==> src/rtl/cpu_pkg.sv <==
// Shared CPU memory geometry, opcode map and the RAM-arbiter state encoding.
package cpu_pkg;
    localparam int ADDR_W    = 4;
    localparam int DATA_W    = 8;
    localparam int MEM_DEPTH = 16;

    localparam logic [3:0] OP_NOP = 4'h0;
    localparam logic [3:0] OP_LDA = 4'h1;
    localparam logic [3:0] OP_ADD = 4'h2;
    localparam logic [3:0] OP_SUB = 4'h3;
    localparam logic [3:0] OP_STA = 4'h4;
    localparam logic [3:0] OP_LDI = 4'h5;
    localparam logic [3:0] OP_JMP = 4'h6;
    localparam logic [3:0] OP_OUT = 4'hE;
    localparam logic [3:0] OP_HLT = 4'hF;

    typedef enum logic [2:0] {RUN, DRAIN, MANUAL, WRITE, CLEAR} ram_ctrl_state_t;
endpackage

==> src/rtl/input_debouncer.sv <==
// Two-flop synchronizer plus stability counter; emits a debounced level and a
// one-cycle pulse on its rising edge.
module input_debouncer #(
    parameter int DEBOUNCE_CYCLES = 1_000_000
) (
    input  logic i_clk,
    input  logic i_rst_n,
    input  logic i_raw,
    output logic o_level,
    output logic o_pulse
);
    localparam int CW = $clog2(DEBOUNCE_CYCLES + 1);

    logic          r_sync0, r_sync1, r_level, r_pulse;
    logic [CW-1:0] r_cnt;

    // r_cnt counts consecutive samples that disagree with the current level;
    // any agreeing sample restarts the count, so short glitches never flip it.
    always_ff @(posedge i_clk or negedge i_rst_n) begin
        if (!i_rst_n) begin
            r_sync0 <= 1'b0;
            r_sync1 <= 1'b0;
            r_level <= 1'b0;
            r_pulse <= 1'b0;
            r_cnt   <= '0;
        end else begin
            r_sync0 <= i_raw;
            r_sync1 <= r_sync0;
            r_pulse <= 1'b0;
            if (r_sync1 == r_level) begin
                r_cnt <= '0;
            end else if (r_cnt == CW'(DEBOUNCE_CYCLES - 1)) begin
                r_cnt   <= '0;
                r_level <= r_sync1;
                r_pulse <= r_sync1;
            end else begin
                r_cnt <= r_cnt + CW'(1);
            end
        end
    end

    assign o_level = r_level;
    assign o_pulse = r_pulse;
endmodule

==> src/rtl/ram_program_controller.sv <==
// Arbitrates the CPU memory port between the running CPU and the front panel;
// manual control is only taken at an instruction boundary.
module ram_program_controller
    import cpu_pkg::*;
#(
    parameter int DEBOUNCE_CYCLES = 1_000_000
) (
    input  logic              clk,
    input  logic              rst_n,
    input  logic              mode_sw,
    input  logic              step_btn,
    input  logic              write_btn,
    input  logic              clear_btn,
    input  logic [DATA_W-1:0] program_switches,
    input  logic              cpu_boundary,
    input  logic [ADDR_W-1:0] cpu_addr,
    input  logic              cpu_write,
    input  logic [DATA_W-1:0] cpu_data,
    output logic [ADDR_W-1:0] ram_address,
    output logic              ram_write,
    output logic [DATA_W-1:0] ram_wdata,
    output logic              cpu_hold,
    output logic              manual_mode,
    output logic [ADDR_W-1:0] prog_addr
);
    localparam logic [ADDR_W-1:0] LAST_ADDR = ADDR_W'(MEM_DEPTH - 1);

    ram_ctrl_state_t   r_state, w_next;
    logic [ADDR_W-1:0] r_prog_addr, r_sweep;
    logic              r_cpu_hold, r_manual_mode;
    logic [3:0]        w_raw, w_lvl, w_pls;
    logic              w_mode, w_step_p, w_wr_p, w_clr_p, w_unused;
    logic [ADDR_W-1:0] w_addr;
    logic              w_we;
    logic [DATA_W-1:0] w_wdata;

    assign w_raw = {clear_btn, write_btn, step_btn, mode_sw};

    for (genvar g = 0; g < 4; g++) begin : g_deb
        input_debouncer #(.DEBOUNCE_CYCLES(DEBOUNCE_CYCLES)) u_deb (
            .i_clk   (clk),
            .i_rst_n (rst_n),
            .i_raw   (w_raw[g]),
            .o_level (w_lvl[g]),
            .o_pulse (w_pls[g])
        );
    end

    assign w_mode   = w_lvl[0];
    assign w_step_p = w_pls[1];
    assign w_wr_p   = w_pls[2];
    assign w_clr_p  = w_pls[3];
    assign w_unused = ^{w_pls[0], w_lvl[3:1]};

    always_ff @(posedge clk or negedge rst_n) begin
        if (!rst_n) r_state <= RUN;
        else        r_state <= w_next;
    end

    always_comb begin
        w_next = r_state;
        case (r_state)
            RUN:    if (w_mode) w_next = DRAIN;
            DRAIN:  if (!w_mode) w_next = RUN;
                    else if (cpu_boundary) w_next = MANUAL;
            MANUAL: if (w_clr_p) w_next = CLEAR;
                    else if (w_wr_p) w_next = WRITE;
                    else if (!w_step_p && !w_mode) w_next = RUN;
            WRITE:  w_next = MANUAL;
            CLEAR:  if (r_sweep == LAST_ADDR) w_next = MANUAL;
            default: w_next = RUN;
        endcase
    end

    // Hold/LED are derived from the next state so they move on the same edge
    // as the passthrough switch.
    always_ff @(posedge clk or negedge rst_n) begin
        if (!rst_n) begin
            r_prog_addr   <= '0;
            r_sweep       <= '0;
            r_cpu_hold    <= 1'b0;
            r_manual_mode <= 1'b0;
        end else begin
            r_cpu_hold    <= (w_next == MANUAL) || (w_next == WRITE) || (w_next == CLEAR);
            r_manual_mode <= (w_next == MANUAL) || (w_next == WRITE) || (w_next == CLEAR);
            if (r_state == WRITE ||
                (r_state == MANUAL && w_step_p && !w_clr_p && !w_wr_p))
                r_prog_addr <= r_prog_addr + ADDR_W'(1);
            else if (r_state == CLEAR && r_sweep == LAST_ADDR)
                r_prog_addr <= '0;
            if (r_state == CLEAR) r_sweep <= r_sweep + ADDR_W'(1);
        end
    end

    always_comb begin
        w_addr  = cpu_addr;
        w_we    = cpu_write;
        w_wdata = cpu_data;
        case (r_state)
            MANUAL: begin
                w_addr  = r_prog_addr;
                w_we    = 1'b0;
                w_wdata = program_switches;
            end
            WRITE: begin
                w_addr  = r_prog_addr;
                w_we    = 1'b1;
                w_wdata = program_switches;
            end
            CLEAR: begin
                w_addr  = r_sweep;
                w_we    = 1'b1;
                w_wdata = '0;
            end
            default: ;
        endcase
    end

    // Gating with rst_n kills a write strobe the instant reset asserts.
    assign ram_address = w_addr;
    assign ram_write   = w_we & rst_n;
    assign ram_wdata   = w_wdata;
    assign cpu_hold    = r_cpu_hold;
    assign manual_mode = r_manual_mode;
    assign prog_addr   = r_prog_addr;
endmodule

==> config.mk <==
export PLATFORM = sky130hd
export DESIGN_NAME = ram_program_controller
export DESIGN_NICKNAME = d
export VERILOG_FILES = /design/src/rtl/cpu_pkg.sv /design/src/rtl/input_debouncer.sv /design/src/rtl/ram_program_controller.sv
export SDC_FILE = /design/constraint.sdc
export NUM_CORES = 1
export LEC_CHECK = 0
export BUFFER_PORTS_ARGS = -buffer_cell sky130_fd_sc_hd__buf_2
export CAP_MARGIN = 20
export CORE_ASPECT_RATIO = 0.5
export CORE_MARGIN = 3
export CORE_UTILIZATION = 45
export CTS_CLUSTER_DIAMETER = 40
export DETAILED_ROUTE_END_ITERATION = 16
export GPL_ROUTABILITY_DRIVEN = 0
export PLACE_DENSITY = 0.69
export SLEW_MARGIN = 40
export SYNTH_ARGS = -nofsm -noshare
export SYNTH_HDL_FRONTEND = slang
export SYNTH_SLANG_ARGS = --single-unit
==> constraint.sdc <==
create_clock -name clk -period 1.8 [get_ports clk]
set_input_delay 0.09 -clock clk [delete_from_list [all_inputs] [get_ports clk]]
set_output_delay 0.09 -clock clk [all_outputs]
set_load 0.01 [all_outputs]
* Word-level counts from Yosys, hierarchy flattened
Index checks and enable logic that the tools add are counted.
Operators by class: bitwise operators 5, equality and inequality tests 16, multiplexer cells 27, add/subtract/negate cells 6, reduce and logical (&&, ||, !) cells 20
Operators by type and width (number):
- $mux 20 | 8
- $add 20x1->20 const B | 4
- $eq 20x20->1 const B | 4
- $mux 3 | 7
- $pmux 8 s2 | 1
- $pmux 3 s5 | 1
- $eq 3x2->1 const B | 4
- $add 4x1->4 const B | 2
- $mux 4 | 2
- $pmux 4 s2 | 1
- $reduce_and 2->1 | 4
- $eq 3x3->1 const B | 2
- $mux 1 | 6
- $logic_and 1x1->1 | 5
- $eq 1x1->1 | 4
- $eq 4x4->1 const B | 1
- $logic_not 1->1 | 4
- $not 1->1 | 4
- $reduce_or 2->1 | 2
- $eq 3x1->1 const B | 1
- $logic_not 3->1 | 1
- $logic_or 1x1->1 | 3
- $pmux 1 s2 | 1
- $reduce_bool 2->1 | 1
- $and 1x1->1 | 1
Word-level totals: bits in registers 107, output and inout bits 19

* Depth between registers and ports, before layout
depth after elaboration 9, gate-level depth with buffers 6

* Modules after synthesis
A second synthesis with hierarchy kept.
Second synthesis, totals: cell total of the unflattened synthesis 565, area, all modules 5368.9 um^2
Modules (own cells, without submodules):
- input_debouncer | cells an instance 116, seq. area each 600.6 um^2, times used 4, area an instance 1136.1 um^2
- ram_program_controller | cells an instance 101, seq. area each 300.3 um^2, times used 1, area an instance 824.5 um^2

* Worst setup path before layout
Ideal clock, no wire load.
path type register to register, from register g_deb[1].u_deb.r_cnt[0], to register g_deb[1].u_deb.r_level, data required time 1675 ps, arrival time 1649 ps, buffers on the path 0, setup slack 26 ps, cell stages (with the launch flop) 6, clock period less this slack 1774 ps, path through dfrtp_1 > ha_1 > and3_1 > nand3_1 > or3_4 > mux2_4
On the way: word-level cells in the longest chain between the ends 2
Ends and longest elaborated chain:
- start, declared | line input_debouncer.sv:15 | logic [CW-1:0] r_cnt;
- start signal, assigned | line input_debouncer.sv:37 | r_cnt <= r_cnt + CW'(1);
- $eq 20x20->1 | line input_debouncer.sv:32 | end else if (r_cnt == CW'(DEBOUNCE_CYCLES - 1)) begin
- $reduce_and 2->1 (no line)
- end signal, assigned | line input_debouncer.sv:34 | r_level <= r_sync1;
- end, declared | line input_debouncer.sv:14 | logic r_sync0, r_sync1, r_level, r_pulse;
No other way between the ends. A chain may end at the register's enable or synchronous reset.

* Worst setup path in the final report
from register g_deb[1].u_deb.r_cnt[18], to register g_deb[1].u_deb.r_level
The elaborated chain is that of the path after synthesis.

==> impl_metrics.toml <==
[floorplan]
core_sq_mm = 0.0112
dieArea_sq_mm = 0.0132
ios = 47
dieHeight_microns = 82.8
initial_utilization = 0.472
num_rows = 27
die_x_microns = 160

[yosys]
synthDistinctLibCells = 48
ys_warn_count = 0
netlist_area_sq_mm = 0.00531
synthArstFlopShare = 1.00
yosysSeqAreaShare = 0.504
synth_nets = 578
ys_seq_elements = 107
synthCells = 544
synth.avg_cell_area_sq_um = 9.77
synth_top_flop_cell = "dfrtp_1"
synth-edff-count = 0

[route]
wl_per_cell_microns = 13.8
dr_total_vias = 4254
drt_iter0_drc = 253
viasPerCell = 5.29
drcViolationCount = 0
ant_nets = 0
first_pass_iters = 4
wirelength_microns = 11100

[global_route]
gr-usage-met2 = 0.291
grt.busiest_layer = "met2"
grt_overflow = 0
grt_max_degree = 92
grtUsageTotal = 0.170
grt_pass1_wl_microns = 19200
use_met1 = 0.221
use_met3 = 0.0424
grt_pass1_vias = 4217
antenna_found_initial = 0

[cts]
clk_path_buf_depth = 2
cts_tree = "yes"
cts_max_level = 3
path_clk_slew_ns = 0.07
root_buffer = "clkbuf_16"
clock_sink_count = 107
clkLatencyLatePin_ns = 0.35
numCtsBuffers = 9

[setup_path]
critPathRequiredTime_ns = 2.03
cp.arrival_ns = 2.01
slowest_stage = "or4b_4"
path_buf_inv = 0
critPathMaxStageDelay_ns = 0.53
critPathCaptureType = "register"
crit_type = "register to register"
worstPathCellList = "nand3_2 -> or4b_4 -> or3_4 -> mux2_4"
cp-start-kind = "register"
worstPathMaxFanout = 3
cp_top_family = "simple AND/OR/NAND/NOR gates"

[final_layout]
syn2layout_area_growth_pct = 23.1
nNetsFinal = 674
n_antenna_cell = 0
mostFrequentLayoutCells = "dfrtp_1 (104), nor2_1 (64), nand2_1 (48), buf_4 (48), buf_2 (45)"
drive_above_1_share = 0.234
final_common_cell = "dfrtp_1"
final_area_sq_mm = 0.00654

[power]
p_leak_nw = 2.85
vdd_drop_max_v = 0.000479
power_density_mw_per_mm2 = 732
seq_power_share = 0.513
clkPwrFrac = 0.436
p_sw_mw = 1.13
power.share.combinational = 0.051
p_int_mw = 3.65
p_sw_frac = 0.237

[placement]
dpl_cell_area_sq_mm = 0.00603
pre_cts_slack_ns = -0.00659
portBuffers = 46
hpwl_microns = 7390

[timing]
clock_skew_ns = 0.0111
rsz0062_at_grt = "yes"
finalCritPeriodShare = 0.985
fmax_mhz = 564
hold_viol_final = 0
timing.final.max_slew_violations = 0
fin_tns_setup_ns = 0
max_slew.worst_pin.slew_ns = 0.530
setup_viol = 0
setup_ws_ns = 0.0265
relSlewSlack = 0.644
period_needed_ns = 1.77

[min_path]
hold_class = "primary input to register"

[flow_run]
cap_violations = 0

[status]
outcome = "finished clean"
per-stage QoR:
step	std cells	utilization	hold WS [ns]	total power, mW
after floorplan	544	-	-0.206	2.59
after global placement	774	0.536	-0.0204	2.73
after detailed placement	774	0.536	-0.0215	2.74
after CTS	797	0.571	0.0296	4.83
after global routing	804	0.581	0.0942	4.97
final	804	0.581	0.0478	4.79
cells in the mapped netlist, drive strengths merged (11+ instances only):
cell / number / area share
dfrtp: 107 / 0.50
nor2: 65 / 0.046
nand2: 48 / 0.034
nand3: 35 / 0.033
xnor2: 31 / 0.051
xor2: 30 / 0.049
nand4: 26 / 0.035
o21ai: 26 / 0.024
a21oi: 23 / 0.022
clkbuf: 14 / 0.0099
nor3: 13 / 0.012
nor4: 13 / 0.015
inv: 12 / 0.0085
or3: 12 / 0.015
o31ai: 11 / 0.018
routing by layer:
metal  share of wire  vias up  routed length (microns)
met5               0        -                        0
li1                -     2116                        -
met1            0.48     2094                     5330
met4          0.0053        0                       59
met3           0.025        5                      274
met2            0.49       39                     5430
worst reg2reg max path, delay by kind of cell (launching register included):
kind | cells | cell delay [ns]
simple gates | 3 | 0.99
flops | 1 | 0.38
mux | 1 | 0.30
power groups by stage:
stage	combinational, mW	sequential (mW)	clock (mW)
final	0.245	2.46	2.09
after floorplan	0.0894	2.50	0
after global routing	0.277	2.46	2.23
after CTS	0.240	2.46	2.14
after detailed placement	0.229	2.51	0
after global placement	0.227	2.50	0
path summary, 6_finish.rpt:
kind / slack, ns / startpoint / end / depth (start not counted)
setup / recovery: 0.03 / g_deb[1].u_deb.r_cnt[18] / g_deb[1].u_deb.o_level / 4
hold / removal: 0.05 / cpu_boundary / r_state[0] / 3
setup reg to reg: 0.03 / g_deb[1].u_deb.r_cnt[18] / g_deb[1].u_deb.o_level / 4
hold reg to reg: 0.35 / g_deb[2].u_deb.r_sync0 / g_deb[2].u_deb.r_sync1 / 0
max in group asynchronous: 0.87 / rst_n / g_deb[3].u_deb.r_cnt[2] / 3
min in group asynchronous: 0.15 / rst_n / g_deb[0].u_deb.r_cnt[17] / 2
kinds of logic (layout without fill, tap and decap cells):
group                    Yosys count  count (layout)  synth area share
AND/OR/NAND/NOR                  264             264             0.266
flip-flops                       107             107             0.504
AO/OA/AOI/OAI                     70              70            0.0798
XOR/XNOR                          61              61             0.101
buffers and inverters             31             132            0.0240
adder cells (fa/ha/maj)            6               6            0.0141
multiplexers                       5               5            0.0113
sequential cells by signal, summed over array words and instances, names as in the netlist:
name                 count
g_deb.u_deb.o_level      4
g_deb.u_deb.o_pulse      3
g_deb.u_deb.r_cnt       80
g_deb.u_deb.r_sync0      4
g_deb.u_deb.r_sync1      4
manual_mode              1
prog_addr                4
r_state                  3
r_sweep                  4
timing repair:
item / CTS / global route
hold endpoints to repair: 20 / 0
gates resized for setup: 1 / 18
buffers inserted: 2 / 7
setup endpoints to repair: 3 / 63
hold buffers: 5 / 0
pin swaps: 2 / 3
cloned: 0 / 0
final cells by class:
type | instances | area [sq um]
inverters | 12 | 45.0
clock buffers | 9 | 225
well taps | 159 | 199
clock inverters | 7 | 93.8
flip-flops and latches | 107 | 2680
repair buffers | 104 | 721
multi-input cells | 406 | 2580
fillers | 960 | 4710
Power figures use the tool's default switching activity.
